## config.mk

```make
export PLATFORM = sky130hd
export DESIGN_NAME = fft_bank_addr_gen_flat
export DESIGN_NICKNAME = d
export VERILOG_FILES = /design/src/rtl/fft_bank_addr_gen_pkg.sv /design/src/rtl/fft_bank_addr_gen_if.sv /design/src/rtl/fft_bank_addr_gen_permute.sv /design/src/rtl/fft_bank_addr_gen.sv /design/src/flat_wrapper.sv
export SDC_FILE = /design/constraint.sdc
export NUM_CORES = 1
export LEC_CHECK = 0
export ABC_AREA = 1
export CAP_MARGIN = 25
export CORE_UTILIZATION = 27
export CTS_BUF_LIST = sky130_fd_sc_hd__clkbuf_16
export CTS_CLUSTER_SIZE = 24
export DETAILED_ROUTE_END_ITERATION = 8
export HOLD_SLACK_MARGIN = 0.12
export MAX_ROUTING_LAYER = met4
export REMOVE_ABC_BUFFERS = 1
export SETUP_SLACK_MARGIN = 0.15
export SYNTH_ARGS = -nofsm -noshare
export SYNTH_HDL_FRONTEND = slang
export SYNTH_SLANG_ARGS = --single-unit
```

## constraint.sdc

```tcl
create_clock -name clk_i -period 2.3 [get_ports clk_i]
set_clock_uncertainty 0.15 [all_clocks]
set_input_delay 0.23 -clock clk_i [delete_from_list [all_inputs] [get_ports clk_i]]
set_output_delay 0.23 -clock clk_i [all_outputs]
set_load 0.005 [all_outputs]
```

## src/rtl/fft_bank_addr_gen_pkg.sv

```systemverilog
// Shared definitions for the banked FFT sample-memory address generator.
// Holds the default geometry (128 points, 4 banks, 5-bit local addresses),
// the FSM state type and the bit-rotation helpers used for the LOAD
// permutation and the per-pass COMPUTE address twist.
package fft_pkg;

   localparam int DefAddrWidth = 7;
   localparam int DefNumBanks  = 4;
   localparam int DefPermBits  = 3;
   localparam int DefPermRot   = 1;
   localparam int DefNumStages = 3;
   localparam int DefStageGap  = 4;

   localparam int BankBits = $clog2(DefNumBanks);
   localparam int LocalW   = DefAddrWidth - BankBits;

   // Local (per-bank) address at the default geometry.
   typedef logic [LocalW-1:0] bank_addr_t;

   typedef enum logic [2:0] {
      IDLE,
      LOAD,
      COMPUTE,
      GAP,
      DONE
   } fsm_e;

   // Rotate the low 'width' bits of val right by 'amt' (amt taken modulo width).
   // Bits above 'width' are cleared in the result.
   function automatic logic [31:0] rotr_bits(input logic [31:0] val,
                                             input int unsigned width,
                                             input int unsigned amt);
      logic [31:0] mask;
      logic [31:0] v;
      int unsigned a;
      mask = (width >= 32) ? '1 : ((32'd1 << width) - 32'd1);
      v    = val & mask;
      a    = amt % width;
      return ((v >> a) | (v << (width - a))) & mask;
   endfunction

   // Rotate the low 'width' bits of val left by 'amt' (amt taken modulo width).
   function automatic logic [31:0] rotl_bits(input logic [31:0] val,
                                             input int unsigned width,
                                             input int unsigned amt);
      logic [31:0] mask;
      logic [31:0] v;
      int unsigned a;
      mask = (width >= 32) ? '1 : ((32'd1 << width) - 32'd1);
      v    = val & mask;
      a    = amt % width;
      return ((v << a) | (v >> (width - a))) & mask;
   endfunction

endpackage

```

## src/rtl/fft_bank_addr_gen_if.sv

```systemverilog
// Bus between the address generator and its surroundings: the input-stream
// handshake, the stall/start controls and all bank-side outputs.
//   slave  : the address generator (drives wen/ren/cs/addr/stage/status)
//   master : the controller/stream side (drives start, in_valid, stall)
interface fft_bank_addr_gen_if #(
   parameter int NumBanks = 4,
   parameter int LocalW   = 5,
   parameter int StageW   = 2
) ();

   logic                             start_i;
   logic                             in_valid_i;
   logic                             stall_i;
   logic                             in_ready_o;
   logic [NumBanks-1:0]              wen_o;
   logic [NumBanks-1:0]              ren_o;
   logic [$clog2(NumBanks)-1:0]      cs_o;
   logic [NumBanks-1:0][LocalW-1:0]  addr_o;
   logic [StageW-1:0]                stage_o;
   logic                             start_fft_o;
   logic                             busy_o;
   logic                             done_o;

   modport master (
      output start_i, in_valid_i, stall_i,
      input  in_ready_o, wen_o, ren_o, cs_o, addr_o, stage_o, start_fft_o, busy_o, done_o
   );

   modport slave (
      input  start_i, in_valid_i, stall_i,
      output in_ready_o, wen_o, ren_o, cs_o, addr_o, stage_o, start_fft_o, busy_o, done_o
   );

endinterface

```

## src/rtl/fft_bank_addr_gen_permute.sv

```systemverilog
// addr_permute: purely combinational mapping from the shared sample counter
// to a bank index and a local (per-bank) address.
//   cnt        : sample counter (full AddrWidth during LOAD, low LocalW bits in COMPUTE)
//   load_mode  : 1 = LOAD mapping, 0 = COMPUTE mapping
//   stage      : current pass number (selects the COMPUTE rotation)
//   bank       : top BankBits of cnt
//   local_addr : LOAD  -> upper local bits unchanged, low PermBits rotated right by PermRot
//                COMPUTE -> whole local counter rotated left by stage (mod LocalW)
module addr_permute
   import fft_pkg::*;
#(
   parameter int AddrWidth = DefAddrWidth,
   parameter int NumBanks  = DefNumBanks,
   parameter int PermBits  = DefPermBits,
   parameter int PermRot   = DefPermRot,
   parameter int StageW    = 2
) (
   input  logic [AddrWidth-1:0]                   cnt,
   input  logic                                   load_mode,
   input  logic [StageW-1:0]                      stage,
   output logic [$clog2(NumBanks)-1:0]            bank,
   output logic [AddrWidth-$clog2(NumBanks)-1:0]  local_addr
);

   localparam int BankW = $clog2(NumBanks);
   localparam int LocW  = AddrWidth - BankW;
   localparam logic [LocW-1:0] LowMask = LocW'((32'd1 << PermBits) - 32'd1);

   logic [LocW-1:0] load_local;
   logic [LocW-1:0] comp_local;

   // The permuted field is merged back with a mask rather than a part-select
   // so that PermBits == LocW (whole local address permuted) needs no special case.
   always_comb begin
      bank       = cnt[AddrWidth-1 -: BankW];
      load_local = (cnt[LocW-1:0] & ~LowMask)
                 | LocW'(rotr_bits(32'(cnt[PermBits-1:0]), PermBits, PermRot));
      comp_local = LocW'(rotl_bits(32'(cnt[LocW-1:0]), LocW, 32'(stage)));
      local_addr = load_mode ? load_local : comp_local;
   end

endmodule

```

## src/rtl/fft_bank_addr_gen.sv

```systemverilog
// fft_bank_addr_gen: address/enable sequencer for the banked FFT sample memory.
// LOAD writes one streamed sample per accepted beat into a permuted bank
// location; then NumStages COMPUTE passes read all banks in lock-step,
// separated by StageGap idle cycles for the butterfly pipeline to drain.
//   clk_i, rst_ni : clock, asynchronous active-low reset
//   bus (slave)   : start_i/in_valid_i/stall_i in; in_ready_o, wen_o, ren_o,
//                   cs_o, addr_o, stage_o, start_fft_o, busy_o, done_o out
// Every output is a register loaded from the state/counters of the previous
// cycle, except in_ready_o which is loaded from the next state so that it is
// high exactly in the cycles where a beat can be accepted.
module fft_bank_addr_gen
   import fft_pkg::*;
#(
   parameter int AddrWidth = DefAddrWidth,
   parameter int NumBanks  = DefNumBanks,
   parameter int PermBits  = DefPermBits,
   parameter int PermRot   = DefPermRot,
   parameter int NumStages = DefNumStages,
   parameter int StageGap  = DefStageGap
) (
   input logic               clk_i,
   input logic               rst_ni,
   fft_bank_addr_gen_if.slave bus
);

   localparam int BankW  = $clog2(NumBanks);
   localparam int LocW   = AddrWidth - BankW;
   localparam int StageW = $clog2(NumStages + 1);
   localparam int GapW   = (StageGap > 0) ? $clog2(StageGap + 1) : 1;

   fsm_e                 state_q, state_d;
   logic [AddrWidth-1:0] cnt_q, cnt_d;
   logic [StageW-1:0]    stage_q, stage_d;
   logic [GapW-1:0]      gap_q, gap_d;
   logic                 load_issue;
   logic                 comp_issue;
   logic [BankW-1:0]     bank;
   logic [LocW-1:0]      local_addr;

   addr_permute #(
      .AddrWidth (AddrWidth),
      .NumBanks  (NumBanks),
      .PermBits  (PermBits),
      .PermRot   (PermRot),
      .StageW    (StageW)
   ) u_permute (
      .cnt        (cnt_q),
      .load_mode  (state_q == LOAD),
      .stage      (stage_q),
      .bank       (bank),
      .local_addr (local_addr)
   );

   // State and counter registers.
   always_ff @(posedge clk_i or negedge rst_ni) begin
      if (!rst_ni) begin
         state_q <= IDLE;
         cnt_q   <= '0;
         stage_q <= '0;
         gap_q   <= '0;
      end else begin
         state_q <= state_d;
         cnt_q   <= cnt_d;
         stage_q <= stage_d;
         gap_q   <= gap_d;
      end
   end

   // Next-state logic. One counter serves both LOAD (full width) and COMPUTE
   // (low LocW bits); it is cleared explicitly at the end of every pass.
   // load_issue/comp_issue mark the cycles that produce a write or a read.
   always_comb begin
      state_d    = state_q;
      cnt_d      = cnt_q;
      stage_d    = stage_q;
      gap_d      = gap_q;
      load_issue = 1'b0;
      comp_issue = 1'b0;
      case (state_q)
         IDLE: begin
            if (bus.start_i) begin
               state_d = LOAD;
               cnt_d   = '0;
               stage_d = '0;
            end
         end
         LOAD: begin
            if (bus.in_valid_i) begin
               load_issue = 1'b1;
               cnt_d      = cnt_q + AddrWidth'(1);
               if (&cnt_q) begin
                  state_d = COMPUTE;
               end
            end
         end
         COMPUTE: begin
            if (!bus.stall_i) begin
               comp_issue = 1'b1;
               if (&cnt_q[LocW-1:0]) begin
                  cnt_d = '0;
                  if (stage_q == StageW'(NumStages - 1)) begin
                     state_d = DONE;
                  end else if (StageGap == 0) begin
                     stage_d = stage_q + StageW'(1);
                  end else begin
                     state_d = GAP;
                     gap_d   = GapW'(StageGap);
                  end
               end else begin
                  cnt_d = cnt_q + AddrWidth'(1);
               end
            end
         end
         GAP: begin
            if (!bus.stall_i) begin
               if (gap_q == GapW'(1)) begin
                  state_d = COMPUTE;
                  stage_d = stage_q + StageW'(1);
               end else begin
                  gap_d = gap_q - GapW'(1);
               end
            end
         end
         DONE: begin
            state_d = IDLE;
            stage_d = '0;
         end
         default: begin
            state_d = IDLE;
         end
      endcase
   end

   // Output registers. A write updates only the addressed lane and cs_o; a
   // read updates every lane; otherwise addresses and cs_o hold their value.
   always_ff @(posedge clk_i or negedge rst_ni) begin
      if (!rst_ni) begin
         bus.in_ready_o  <= 1'b0;
         bus.wen_o       <= '0;
         bus.ren_o       <= '0;
         bus.cs_o        <= '0;
         bus.addr_o      <= '0;
         bus.stage_o     <= '0;
         bus.start_fft_o <= 1'b0;
         bus.busy_o      <= 1'b0;
         bus.done_o      <= 1'b0;
      end else begin
         bus.in_ready_o  <= (state_d == LOAD);
         bus.busy_o      <= (state_q != IDLE);
         bus.wen_o       <= load_issue ? (NumBanks'(1) << bank) : '0;
         bus.ren_o       <= comp_issue ? '1 : '0;
         bus.start_fft_o <= comp_issue && (cnt_q[LocW-1:0] == '0);
         bus.stage_o     <= (state_q == COMPUTE || state_q == GAP) ? stage_q : '0;
         bus.done_o      <= (state_q == DONE);
         if (load_issue) begin
            bus.cs_o         <= bank;
            bus.addr_o[bank] <= local_addr;
         end else if (comp_issue) begin
            for (int i = 0; i < NumBanks; i++) begin
               bus.addr_o[i] <= local_addr;
            end
         end
      end
   end

endmodule
```

## src/flat_wrapper.sv

```systemverilog
// flat-port wrapper written by rule: the top's interface ports become plain ports
module fft_bank_addr_gen_flat import fft_pkg::*;
#(
   parameter int AddrWidth = DefAddrWidth,
   parameter int NumBanks  = DefNumBanks,
   parameter int PermBits  = DefPermBits,
   parameter int PermRot   = DefPermRot,
   parameter int NumStages = DefNumStages,
   parameter int StageGap  = DefStageGap
)
  (clk_i, rst_ni, bus_start_i, bus_in_valid_i, bus_stall_i, bus_in_ready_o, bus_wen_o, bus_ren_o, bus_cs_o, bus_addr_o, bus_stage_o, bus_start_fft_o, bus_busy_o, bus_done_o);
  fft_bank_addr_gen_if #(.NumBanks(NumBanks)) bus_i ();
  input logic clk_i;
  input logic rst_ni;
  input wire logic [$bits(bus_i.start_i)-1:0] bus_start_i;
  input wire logic [$bits(bus_i.in_valid_i)-1:0] bus_in_valid_i;
  input wire logic [$bits(bus_i.stall_i)-1:0] bus_stall_i;
  output wire logic [$bits(bus_i.in_ready_o)-1:0] bus_in_ready_o;
  output wire logic [$bits(bus_i.wen_o)-1:0] bus_wen_o;
  output wire logic [$bits(bus_i.ren_o)-1:0] bus_ren_o;
  output wire logic [$bits(bus_i.cs_o)-1:0] bus_cs_o;
  output wire logic [$bits(bus_i.addr_o)-1:0] bus_addr_o;
  output wire logic [$bits(bus_i.stage_o)-1:0] bus_stage_o;
  output wire logic [$bits(bus_i.start_fft_o)-1:0] bus_start_fft_o;
  output wire logic [$bits(bus_i.busy_o)-1:0] bus_busy_o;
  output wire logic [$bits(bus_i.done_o)-1:0] bus_done_o;
  assign bus_i.start_i = bus_start_i;
  assign bus_i.in_valid_i = bus_in_valid_i;
  assign bus_i.stall_i = bus_stall_i;
  assign bus_in_ready_o = bus_i.in_ready_o;
  assign bus_wen_o = bus_i.wen_o;
  assign bus_ren_o = bus_i.ren_o;
  assign bus_cs_o = bus_i.cs_o;
  assign bus_addr_o = bus_i.addr_o;
  assign bus_stage_o = bus_i.stage_o;
  assign bus_start_fft_o = bus_i.start_fft_o;
  assign bus_busy_o = bus_i.busy_o;
  assign bus_done_o = bus_i.done_o;
  fft_bank_addr_gen #(.AddrWidth(AddrWidth), .NumBanks(NumBanks), .PermBits(PermBits), .PermRot(PermRot), .NumStages(NumStages), .StageGap(StageGap)) u_core (.clk_i(clk_i), .rst_ni(rst_ni), .bus(bus_i));
endmodule
```

==> results of run 1 <==
## repair_timing
| action | in CTS | in global routing |
|---|---|---|
| hold buffers | 1 | 0 |
| hold endpoints to repair | 20 | 0 |
| setup buffers | 0 | 0 |
## per-stage QoR
stage	std cells	area (um^2)	util	hold slack, ns	setup WS (ns)
4_1_cts	462	3180	0.363	0.317	0.502
5_1_grt	462	3180	0.363	0.337	0.299
6_report	462	3180	0.363	0.303	0.498
3_5_place_dp	453	2950	0.337	0.0874	0.399
2_1_floorplan	302	2400	-	-0.216	0.687
3_3_place_gp	453	2950	0.337	0.0813	0.471
## layout by cell type (no fill, tap or decap), drive strengths merged, types with 5 or more instances in the layout
cell type	netlist	layout
nand2	115	115
dfrtp	48	48
clkdlybuf4s50	0	39
inv	37	37
nor2	34	34
nand3	25	25
o21ai	15	15
a21oi	8	8
ha	5	5
clkbuf	1	5
## power by group
part	total [W]	leakage (nW)	switching, W	internal [W]
registers	0.00125	0.614	0.000184	0.00106
clock network	0.00104	0.104	0.000309	0.000732
logic	0.00102	0.856	0.000522	0.000501
total	0.00331	1.57	0.00101	0.00230
## area by class of cell
class / instances / area [um^2] / area share
Multi-Input combinational cell: 217 / 1060 / 0.333
Inverter: 37 / 141 / 0.0445
Clock buffer: 5 / 125 / 0.0394
Clock inverter: 3 / 90.1 / 0.0283
Timing Repair Buffer: 44 / 428 / 0.135
Sequential cell: 48 / 1200 / 0.378
Tap cell: 108 / 135 / 0.0425
## per-layer routing
metal  share of wire  global-route usage  wire (um)  up-vias
met1            0.47               0.158       2530      955
li1                -                   -          -     1058
met2            0.46               0.200       2490       59
met4           0.024              0.0517        131        0
met3           0.050              0.0252        271       10
met5               0                   -          0        -
## sequential cells by signal, summed over array words and instances, names as in the netlist
signal                  flops
u_core.bus.addr_o          20
u_core.cnt_q                7
u_core.bus.wen_o            4
u_core.gap_q                3
u_core.state_q              3
u_core.bus.cs_o             2
u_core.bus.stage_o          2
u_core.stage_q              2
u_core.bus.busy_o           1
u_core.bus.done_o           1
u_core.bus.in_ready_o       1
u_core.bus.ren_o            1
u_core.bus.start_fft_o      1
## worst max-delay path by stage
stage / from / end / slack [ns] / depth (start not counted)
after detailed placement: bus_stall_i / u_core.cnt_q[1] / 0.40 / 8
final: u_core.cnt_q[1] / u_core.cnt_q[1] / 0.50 / 8
after floorplan: u_core.state_q[2] / u_core.bus.addr_o[1] / 0.69 / 8
after global routing: u_core.cnt_q[1] / u_core.cnt_q[0] / 0.30 / 8
after global placement: bus_stall_i / u_core.cnt_q[0] / 0.47 / 8
after CTS: u_core.cnt_q[1] / u_core.gap_q[0] / 0.50 / 8
## synth_stat cells (all sizes together)
master  number
o211ai       1
inv         37
clkbuf       1
nand4        3
o21ai       15
nor2        34
a31oi        1
a21oi        8
dfrtp       48
nand3b       1
o21bai       1
mux2         1
a22oi        1
ha           5
buf          6
nor3         3
nand2      115
nand3       25
or2          3
## logic make-up after synthesis
logic type	share of synthesized area
flip-flops	0.491
multiplexers	0.00461
adder cells (fa/ha/maj)	0.0256
AO/OA/AOI/OAI	0.0619
buffers and inverters	0.0757
AND/OR/NAND/NOR	0.341
## worst register-to-register path, cell delays in order (launching register included)
cell	delay, ns
sky130_fd_sc_hd__dfrtp_1	0.45
sky130_fd_sc_hd__ha_1	0.23
sky130_fd_sc_hd__nand3_1	0.12
sky130_fd_sc_hd__nor2_2	0.26
sky130_fd_sc_hd__nor2_2	0.09
sky130_fd_sc_hd__nor2_1	0.16
sky130_fd_sc_hd__nor2_1	0.09
sky130_fd_sc_hd__nand2_1	0.06
sky130_fd_sc_hd__o21ai_0	0.07
==> summary by stage, run 1 <==
Outcome
The flow ran to the end, and the final reports show no timing, DRC or antenna violations.

Critical path
The endpoint arrival time on the critical path is about 1.8 ns. Walking the worst path, the cells encountered are ha_1 > nand3_1 > nor2_2 > nor2_2 > nor2_1 > nor2_1 > nand2_1 > o21ai_0. The maximum fanout along the worst path is 7. The kind of cell with the highest combined delay along the critical path is simple AND/OR/NAND/NOR gates. For this run, the slowest stage of the critical path takes between 0.4 and 0.5 ns. The worst register-to-register path begins at u_core.cnt_q[1]. The endpoint identified for the worst register-to-register timing path is u_core.cnt_q[1]. On the critical path, the stage with the largest delay is an instance of sky130_fd_sc_hd__dfrtp_1.

STA puts the critical path data required time at 2.32 ns. The critical path contains buffers and inverters numbering 0 combined. The kind of start point of the critical path is a register. The worst setup path is captured at a register. The classification of the worst setup path is register to register. The number of cells traversed by the worst register-to-register path is 8. The internal reg-to-reg setup slack is between 0.4 and 0.5 ns.

Drt
The routed layout has roughly 2.1k vias. The via density per instance is about 4.5. The mean routed wirelength per cell is 11.7 um. The violation count after the first detailed-route iteration is 92.

The remaining antenna violation count after routing is 0. The total DRC errors in the routed layout is 0. The first-pass iteration count of the detailed router is 5. The wire length reported by the detailed router is around 5400 um.

Clock tree
The clock passes through at most 2 buffers. The post-cts repair resize count is 0. CTS saw 48 sinks.

The register clock-pin slew on the reported worst setup and hold paths is approximately 0.060 ns. The TritonCTS clock tree is built. The root buffer cell chosen for the clock tree is sky130_fd_sc_hd__clkbuf_16.

The clock latency of the later-clocked register in the worst-skew pair is around 0.28 ns. The clock tree synthesis step divided the H-tree into 2 levels. Counting the buffers created by CTS gives 5.

STA
The number of failing hold endpoints at the final stage is 0. Setup repair after global routing left no endpoint under its margin. Setup violations remaining at the end of the flow were counted as 0. The share of the clock period used by the worst path after layout is 0.784.

Measured against its own limit, the worst slew margin works out to 0.647. The number of slew-limit violations in the final report is 0. For the finished layout, the period the worst path requires is around 1.8 ns. Setup total negative slack on the finished layout was measured at 0 ns. For this run, the top clock speed supported by timing is roughly 0.55 GHz.

The worst-margin pin slew is around 0.53 ns.

Final layout
The proportion of layout cells with a drive suffix above 1 is 0.124. The area growth from synthesis to layout is 30.0%. The antenna diode count is 0. The layout has 919 filler cells. The net count of the finished layout is about 360.

Place
The final weighted congestion of routability-driven global placement is ~0.86. Detailed placement ended at an HPWL of 4150 um. The count of input and output buffers is 40.

Global routing
Entering global routing, the biggest net connects 23 pins. The remaining global-route overflow is 0. The total routing usage reported by global routing is 0.126. The initial antenna violation count came to 0. The via count of the first global-routing pass is slightly above 2k. The first global-routing pass estimated roughly 9500 um of wire.

Power
The reported leakage power is between 1.5 and 2 nW. The total chip power is 0.00331 W. IR analysis of the VDD net gives a maximum drop of 326 uV. Dividing total power by cell area gives a power density of ~1000 nW/um^2.

Run
Across the run, the number of max-cap violations was 0.

Yosys
The synthesized netlist contains 32 unique library cells. The netlist area before placement is around 2400 um^2. The synthesized design spends more area on one cell type than any other, namely sky130_fd_sc_hd__dfrtp_1. The synthesized area per cell is 7.91 um^2.

The post-synthesis instance total is 309. The warning count from the yosys run is 0. Sorting the synthesized cells by area gives the leading types as sky130_fd_sc_hd__dfrtp_1, sky130_fd_sc_hd__nand2_1, sky130_fd_sc_hd__nand3_1.

The number of storage elements in the synthesis netlist is 48. Of the synthesized area, sequential elements account for 0.491. Of the post-synthesis cell area, the dominant cell type holds 0.491.

Die
During I/O placement, the number of pins put on the boundary was a little over 40. Measured along the y axis, the die boundary spans between 90 and 100 um. The total core area is around 8800 um^2. The starting utilization of the core area is 0.279. The die outline area is around 9400 um^2.

Measured along the x axis, the die boundary spans 97.2 um. After floorplanning, the core was divided into 34 placement rows.

Worst hold path
In this run the worst hold path is classified as input port to async pin.
Note: power is estimated with default switching activity, not from simulation.
==> run 2, diff against run 1 <==
- clock period: 2.3 -> 1.6 ns (I/O delays scaled with it)
==> summary by stage, run 2 (synthesized netlist as in run 1, its figures left out) <==
Die
The top-level port count is 41 (unchanged). The cell row count was 34 (unchanged). The die outline area is 9440 um^2 (unchanged). The total core area is 8760 um^2 (unchanged). The chip height is 97.2 um (unchanged). The die width is 97.2 um (unchanged).

The starting utilization of the core area is 0.279 (unchanged).

Final layout
The flip-flop count of the largest register, all copies and words added came to 20 (unchanged). The final cell utilization of the core is 0.460 (was 0.363). Registers with the most flip-flops: u_core.bus.addr_o (20), u_core.cnt_q (7), u_core.bus.wen_o (4) (unchanged).

The post-layout instance count excluding filler cells came to 529 (was 462). The layout net count came to 430 (was 363). The layout-stage area growth over the synthesis result is 64.8% (was 30.0%). The antenna diode count is 0 (unchanged).

The top register by number of flip-flops is u_core.bus.addr_o (unchanged). The most common cell after layout, fill and taps aside is sky130_fd_sc_hd__nand2_1 (unchanged). The design area is 4030 um^2 (was 3180 um^2). The proportion of layout cells with a drive suffix above 1 is 0.387 (was 0.124). Leading cell types in the layout, fill and taps excluded: sky130_fd_sc_hd__nand2_1, sky130_fd_sc_hd__buf_4, sky130_fd_sc_hd__dfrtp_1 (was sky130_fd_sc_hd__nand2_1, sky130_fd_sc_hd__dfrtp_1, sky130_fd_sc_hd__clkdlybuf4s50_1).

Place
The count of input and output buffers is 40 (unchanged). The cell count after placement is 491 (was 453). The total placed instance area is 3280 um^2 (was 2950 um^2). The final weighted congestion of routability-driven global placement is 0.803 (was 0.862).

The HPWL after detailed placement came to 4380 um (was 4150 um).

Critical path
The sort of element at the end of the critical path is a register (unchanged). The internal reg-to-reg setup slack is 0.02 ns (was 0.50 ns). The required time at the worst-slack endpoint is 1.63 ns (was 2.32 ns). The worst reg2reg path startpoint is u_core.state_q[2] (was u_core.cnt_q[1]). The cell with the largest stage delay on the worst path is sky130_fd_sc_hd__dfrtp_2 (was sky130_fd_sc_hd__dfrtp_1). The maximum fanout along the worst path is 7 (unchanged). The classification of the worst setup path is register to register (unchanged). The beginning of the critical path is u_core.state_q[2] (was u_core.cnt_q[1]).

The top cell family by delay on the critical path was simple AND/OR/NAND/NOR gates (unchanged). The kind of start point of the critical path is a register (unchanged). Series of cell instances along the critical path: inv_4 > nand3_4 > nor2_4 > nand2_2 > inv_2 > nor2_4 > buf_12 > nand2_4 > nand2_2 (was ha_1 > nand3_1 > nor2_2 > nor2_2 > nor2_1 > nor2_1 > nand2_1 > o21ai_0). The worst path buffer plus inverter count is 3 (was 0). The delay contributed by the slowest stage of the critical path was 0.45 ns (about the same). The endpoint arrival time on the critical path was 1.61 ns (was 1.82 ns).

Clock tree
The number of H-tree levels is 2 (unchanged). The register clock-pin slew on the reported worst setup and hold paths is 0.07 ns (was 0.06 ns). The clock latency of the later-clocked register in the worst-skew pair came to 0.29 ns (was 0.28 ns).

The TritonCTS buffer count came to 5 (unchanged). The TritonCTS clock tree is built (unchanged). The buffer type at the clock tree root is sky130_fd_sc_hd__clkbuf_16 (unchanged). The number of sinks handled by clock tree synthesis is 48 (unchanged). The maximum clock path buffer count is 2 (unchanged).

Drt
The remaining antenna violation count after routing is 0 (unchanged). The total DRC errors in the routed layout came to 0 (unchanged). The mean routed wirelength per cell was 12.4 um (was 11.7 um).

The wire length reported by the detailed router came to 6570 um (was 5430 um). The violation count after the first detailed-route iteration is 121 (was 92). The detailed-route via count was 2,353 (was 2,082).

The via density per instance is 4.45 (was 4.51). The first-pass iteration count of the detailed router came to 4 (was 5).

Global routing
The fraction of met1 tracks used by global routing was 0.184 (was 0.158). The global routing met3 resource utilization is 0.0180 (was 0.0252). The total routing usage reported by global routing is 0.144 (was 0.126). The layer with the highest usage is met2 (unchanged). The via count of the first global-routing pass is 2,339 (was 2,067). The global-route wire length before repair came to 10,900 um (was 9490 um). The routing usage on met2 is 0.235 (was 0.200).

The initial antenna violation count is 0 (unchanged). The remaining global-route overflow is 0 (unchanged). The pin count of the biggest net entering global routing is 49 (was 23).

Run
The total of max-cap violations is 0 (unchanged).

STA
The share of the clock period used by the worst path after layout is 0.987 (was 0.784). The number of slew-limit violations in the final report is 0 (unchanged). Setup repair after global routing missed its margin: true (was false). The count of final setup violators came to 0 (unchanged).

The aggregate negative setup slack was 0 ns (unchanged). The relative slew slack is 0.813 (was 0.647). The worst slack on hold paths is 0.236 ns (was 0.303 ns).

The worst-margin pin slew came to 0.280 ns (was 0.529 ns). The post-route minimum period is 1.58 ns (was 1.80 ns). The number of failing hold endpoints at the final stage was 0 (unchanged). The highest attainable clock frequency is 0.633 GHz (was 0.555 GHz).

Outcome
Result of the run: finished, final reports clean (unchanged).

Power
The worst-case vdd ir drop was 533 uV (was 326 uV). The ratio of total power to cell area is 1300 nW/um^2 (was 1040 nW/um^2). The reported leakage power was 2.12 nW (was 1.57 nW).

Worst hold path
The class of the most critical hold timing path is input port to async pin (unchanged).
-- run 2: cell count changes in the layout (fill, tap and decap cells not counted), sizes merged --
cell           change
buf               +67
bufinv             -1
clkdlybuf4s50     -30
dlygate4sd2       +22
dlymetal6s2s       +8
inv                +1
-- run 2: cell type report --
type | count | area [um^2]
Fill cell | 799 | 4730
Multi-Input combinational cell | 217 | 1340
Sequential cell | 48 | 1200
Timing Repair Buffer | 111 | 1010
Inverter | 37 | 154
Tap cell | 108 | 135
Clock buffer | 5 | 125
Clock inverter | 3 | 68.8
-- run 2: per-stage QoR --
| stage | total power, W | setup slack (ns) |
|---|---|---|
| detailed placement | 0.00353 | -0.119 |
| global placement | 0.00350 | -0.102 |
| CTS | 0.00505 | 0.0402 |
| finish | 0.00522 | 0.0206 |
| floorplan | 0.00256 | -0.0130 |
| global route | 0.00557 | -0.0647 |
-- run 2: path summary, 6_finish.rpt --
path	to	depth (start not counted)
max	u_core.bus.addr_o[18]	9
min in group clk_i	u_core.bus.addr_o[10]	2
min	u_core.gap_q[2]	3
max reg2reg	u_core.bus.addr_o[18]	9
min reg2reg	u_core.bus.addr_o[10]	2
max in group asynchronous	u_core.state_q[0]	3
-- run 2: metal layers --
| layer | wire length, um | vias up |
|---|---|---|
| li1 | - | 1192 |
| met5 | 0 | - |
| met3 | 178 | 9 |
| met1 | 3000 | 1106 |
| met4 | 121 | 0 |
| met2 | 3270 | 46 |
-- run 2: worst register-to-register path: stages (launching register included) --
cell                      delay (ns)
sky130_fd_sc_hd__dfrtp_2        0.45
sky130_fd_sc_hd__inv_4          0.10
sky130_fd_sc_hd__nand3_4        0.09
sky130_fd_sc_hd__nor2_4         0.22
sky130_fd_sc_hd__nand2_2        0.09
sky130_fd_sc_hd__inv_2          0.08
sky130_fd_sc_hd__nor2_4         0.05
sky130_fd_sc_hd__buf_12         0.14
sky130_fd_sc_hd__nand2_4        0.05
sky130_fd_sc_hd__nand2_2        0.05
-- run 2: where the power goes --
group          internal [W]  total (W)  switching [W]
Combinational       0.00103    0.00208        0.00105
Clock              0.000901    0.00137       0.000472
Sequential          0.00153    0.00177       0.000239
Total               0.00346    0.00522        0.00176
-- run 2: what timing repair did --
action / in CTS / in global routing
gates resized for setup: 78 / 49
hold buffers: 1 / 0
pin swaps: 24 / 14
hold endpoints to repair: 48 / 0
setup buffers: 20 / 9
endpoints found under the setup margin: 64 / 48
==> run 3, diff against run 2 <==
- PLACE_DENSITY: unset -> 0.5
==> summary by stage, run 3 (synthesized netlist as in run 1, its figures left out) <==
Place
The post-placement worst setup slack is -0.0584 ns (was -0.119 ns). The count of input and output buffers is 40 (unchanged). The final weighted congestion of routability-driven global placement is 0.839 (was 0.803).

The HPWL after detailed placement came to 4480 um (was 4380 um).

Critical path
In this design, the critical path's most frequently occurring cell is sky130_fd_sc_hd__nand3_4. The number of cells traversed by the worst register-to-register path was 7 (was 9). The endpoint arrival time on the critical path is 1.58 ns (was 1.61 ns). The sort of element at the end of the critical path is a register (unchanged). The kind of start point of the critical path is a register (unchanged). The cell with the largest stage delay on the worst path is sky130_fd_sc_hd__dfrtp_1 (was sky130_fd_sc_hd__dfrtp_2). The maximum fanout along the worst path was 4 (was 7).

The delay contributed by the slowest stage of the critical path came to 0.40 ns (was 0.45 ns). The internal reg-to-reg setup slack came to 0.04 ns (was 0.02 ns). The required time at the worst-slack endpoint is 1.62 ns (was 1.63 ns). The endpoint of the worst-slack reg-to-reg timing path is u_core.bus.in_ready_o (was u_core.bus.addr_o[18]). The classification of the worst setup path is register to register (unchanged). The worst reg2reg path startpoint is u_core.cnt_q[1] (was u_core.state_q[2]). Series of cell instances along the critical path: ha_4 > nand3_4 > nor2_4 > buf_6 > nand3_4 > o21ai_2 > o21ai_1 (was inv_4 > nand3_4 > nor2_4 > nand2_2 > inv_2 > nor2_4 > buf_12 > nand2_4 > nand2_2).

Final layout
The number of filler instances in the final layout is 865 (was 799). The antenna diode count was 0 (unchanged). Leading cell types in the layout, fill and taps excluded: sky130_fd_sc_hd__nand2_1, sky130_fd_sc_hd__buf_4, sky130_fd_sc_hd__dfrtp_1 (unchanged). The layout-stage area growth over the synthesis result came to 65.8% (was 64.8%). The proportion of layout cells with a drive suffix above 1 is 0.385 (was 0.387). The flip-flop count of the largest register, all copies and words added is 20 (unchanged). The layout net count is 427 (was 430). Registers with the most flip-flops: u_core.bus.addr_o (20), u_core.cnt_q (7), u_core.bus.wen_o (4) (unchanged). The most common cell after layout, fill and taps aside is sky130_fd_sc_hd__nand2_1 (unchanged). The final cell utilization of the core is 0.462 (was 0.460). The top register by number of flip-flops is u_core.bus.addr_o (unchanged).

STA
The relative slew slack is 0.758 (was 0.813). The highest attainable clock frequency was 0.641 GHz (was 0.633 GHz). The post-route minimum period is 1.56 ns (was 1.58 ns). The worst slack on hold paths is 0.228 ns (was 0.236 ns). The count of final setup violators is 0 (unchanged). Setup repair after global routing missed its margin: true (unchanged). The number of failing hold endpoints at the final stage was 0 (unchanged). The share of the clock period used by the worst path after layout is 0.974 (was 0.987). The worst-margin pin slew was 0.363 ns (was 0.280 ns). The setup slack of the critical path after layout was 0.0410 ns (was 0.0206 ns). The number of slew-limit violations in the final report came to 0 (unchanged).

Power
The net switching component of the power is 0.00180 W (was 0.00176 W). The part of the power in combinational logic was 0.415 (was 0.398). The switching share of power came to 0.352 (was 0.337). The portion of total power attributed to sequential cells is 0.345 (was 0.339).

The fraction of power consumed by the clock network is 0.240 (was 0.263). The ratio of total power to cell area is 1270 nW/um^2 (was 1300 nW/um^2). The worst-case vdd ir drop came to 559 uV (was 533 uV). The reported leakage power is 2.21 nW (was 2.12 nW).

The cell-internal power is 0.00332 W (was 0.00346 W).

Global routing
The remaining global-route overflow is 0 (unchanged). The total routing usage reported by global routing is 0.151 (was 0.144). The initial antenna violation count came to 0 (unchanged).

The pin count of the biggest net entering global routing is 49 (unchanged). The global-route wire length before repair was 11,100 um (was 10,900 um). The via count of the first global-routing pass was 2,306 (was 2,339).

Clock tree
The clock latency of the later-clocked register in the worst-skew pair is 0.29 ns (about the same). The TritonCTS clock tree is built (unchanged). The number of sinks handled by clock tree synthesis came to 48 (unchanged).

The maximum clock path buffer count came to 2 (unchanged). The buffer type at the clock tree root was sky130_fd_sc_hd__clkbuf_16 (unchanged). The register clock-pin slew on the reported worst setup and hold paths is 0.07 ns (about the same). The number of H-tree levels is 2 (unchanged). The TritonCTS buffer count is 5 (unchanged).

Drt
The wire length reported by the detailed router came to 6760 um (was 6570 um). The remaining antenna violation count after routing came to 0 (unchanged). The via density per instance is 4.48 (was 4.45). The first-pass iteration count of the detailed router is 6 (was 4). The mean routed wirelength per cell came to 12.8 um (was 12.4 um). The total DRC errors in the routed layout is 0 (unchanged).

The detailed-route via count is 2,358 (was 2,353). The violation count after the first detailed-route iteration is 118 (was 121).

Run
The total of max-cap violations is 0 (unchanged).

Die
The die outline area came to 9440 um^2 (unchanged). The total core area was 8760 um^2 (unchanged). The starting utilization of the core area is 0.279 (unchanged). The top-level port count is 41 (unchanged).

The die width is 97.2 um (unchanged). The chip height came to 97.2 um (unchanged). The cell row count is 34 (unchanged).

Outcome
Result of the run: finished, final reports clean (unchanged).

Worst hold path
The class of the most critical hold timing path is input port to async pin (unchanged).
## run 3: cell types whose count changed in the layout (fill, tap and decap cells not counted), moves of 4 or more
cell,before,now
sky130_fd_sc_hd__buf_4,55,49
sky130_fd_sc_hd__o21ai_2,1,5
sky130_fd_sc_hd__nor2_4,10,15
sky130_fd_sc_hd__nand3_1,12,16
sky130_fd_sc_hd__dlymetal6s2s_1,8,12
## run 3: how the worst max path moves through the flow
| stage | endpoint | slack (ns) | startpoint | depth (start not counted) |
|---|---|---|---|---|
| 2_1_floorplan | u_core.bus.addr_o[1] | -0.01 | u_core.state_q[2] | 8 |
| 3_3_place_gp | u_core.cnt_q[0] | -0.07 | bus_in_valid_i | 7 |
| 3_5_place_dp | u_core.cnt_q[0] | -0.06 | bus_stall_i | 8 |
| 4_1_cts | u_core.bus.addr_o[1] | 0.04 | u_core.state_q[2] | 9 |
| 5_1_grt | u_core.bus.addr_o[13] | -0.05 | u_core.state_q[2] | 9 |
| 6_report | u_core.bus.in_ready_o | 0.04 | u_core.cnt_q[1] | 7 |
## run 3: cell type report
class                      count  area, um^2  area share
clock buffer                   5         125      0.0309
sequential                    48        1200       0.297
timing repair buffer         107        1010       0.249
multi-input combinational    218        1380       0.340
tap                          108         135      0.0333
inverter                      37         154      0.0380
clock inverter                 3        46.3      0.0114
## run 3: worst max-delay path: cells and delay by family, from the launching register on
kind / cells / cell delay (ns)
flip-flops: 1 / 0.40
AND/OR/NAND/NOR: 3 / 0.34
AO/OA/AOI/OAI: 2 / 0.24
adder cells (fa/ha/maj): 1 / 0.17
buffers and inverters: 1 / 0.14
## run 3: routing by layer
metal | vias up | GRT usage | share of wire
met5 | - | - | 0
met4 | 0 | 0.0540 | 0.012
met3 | 5 | 0.0252 | 0.022
met2 | 33 | 0.241 | 0.51
met1 | 1131 | 0.193 | 0.46
li1 | 1189 | - | -
## run 3: stage by stage
stage	area, um^2	cells	setup TNS (ns)	total power, W
after floorplan	2400	302	-0.0281	0.00256
after global placement	3260	491	-0.164	0.00351
after detailed placement	3260	491	-0.155	0.00351
after CTS	3730	517	0	0.00495
after global routing	4050	526	-0.699	0.00547
final	4050	526	0	0.00513
## run 3: power by group through the flow
stage,registers [W],clock network [W],logic (W)
4_1_cts,0.00173,0.00125,0.00197
3_3_place_gp,0.00176,0,0.00175
5_1_grt,0.00181,0.00129,0.00237
2_1_floorplan,0.00178,0,0.000775
6_report,0.00177,0.00123,0.00213
3_5_place_dp,0.00176,0,0.00176
## run 3: what timing repair did
| item | CTS | global route |
|---|---|---|
| cloned | 2 | 0 |
| hold buffers | 1 | 0 |
| pin swaps | 17 | 31 |
| setup buffers | 15 | 9 |
| resized for setup | 64 | 74 |
| hold endpoints to repair | 48 | 0 |
| endpoints found under the setup margin | 62 | 50 |
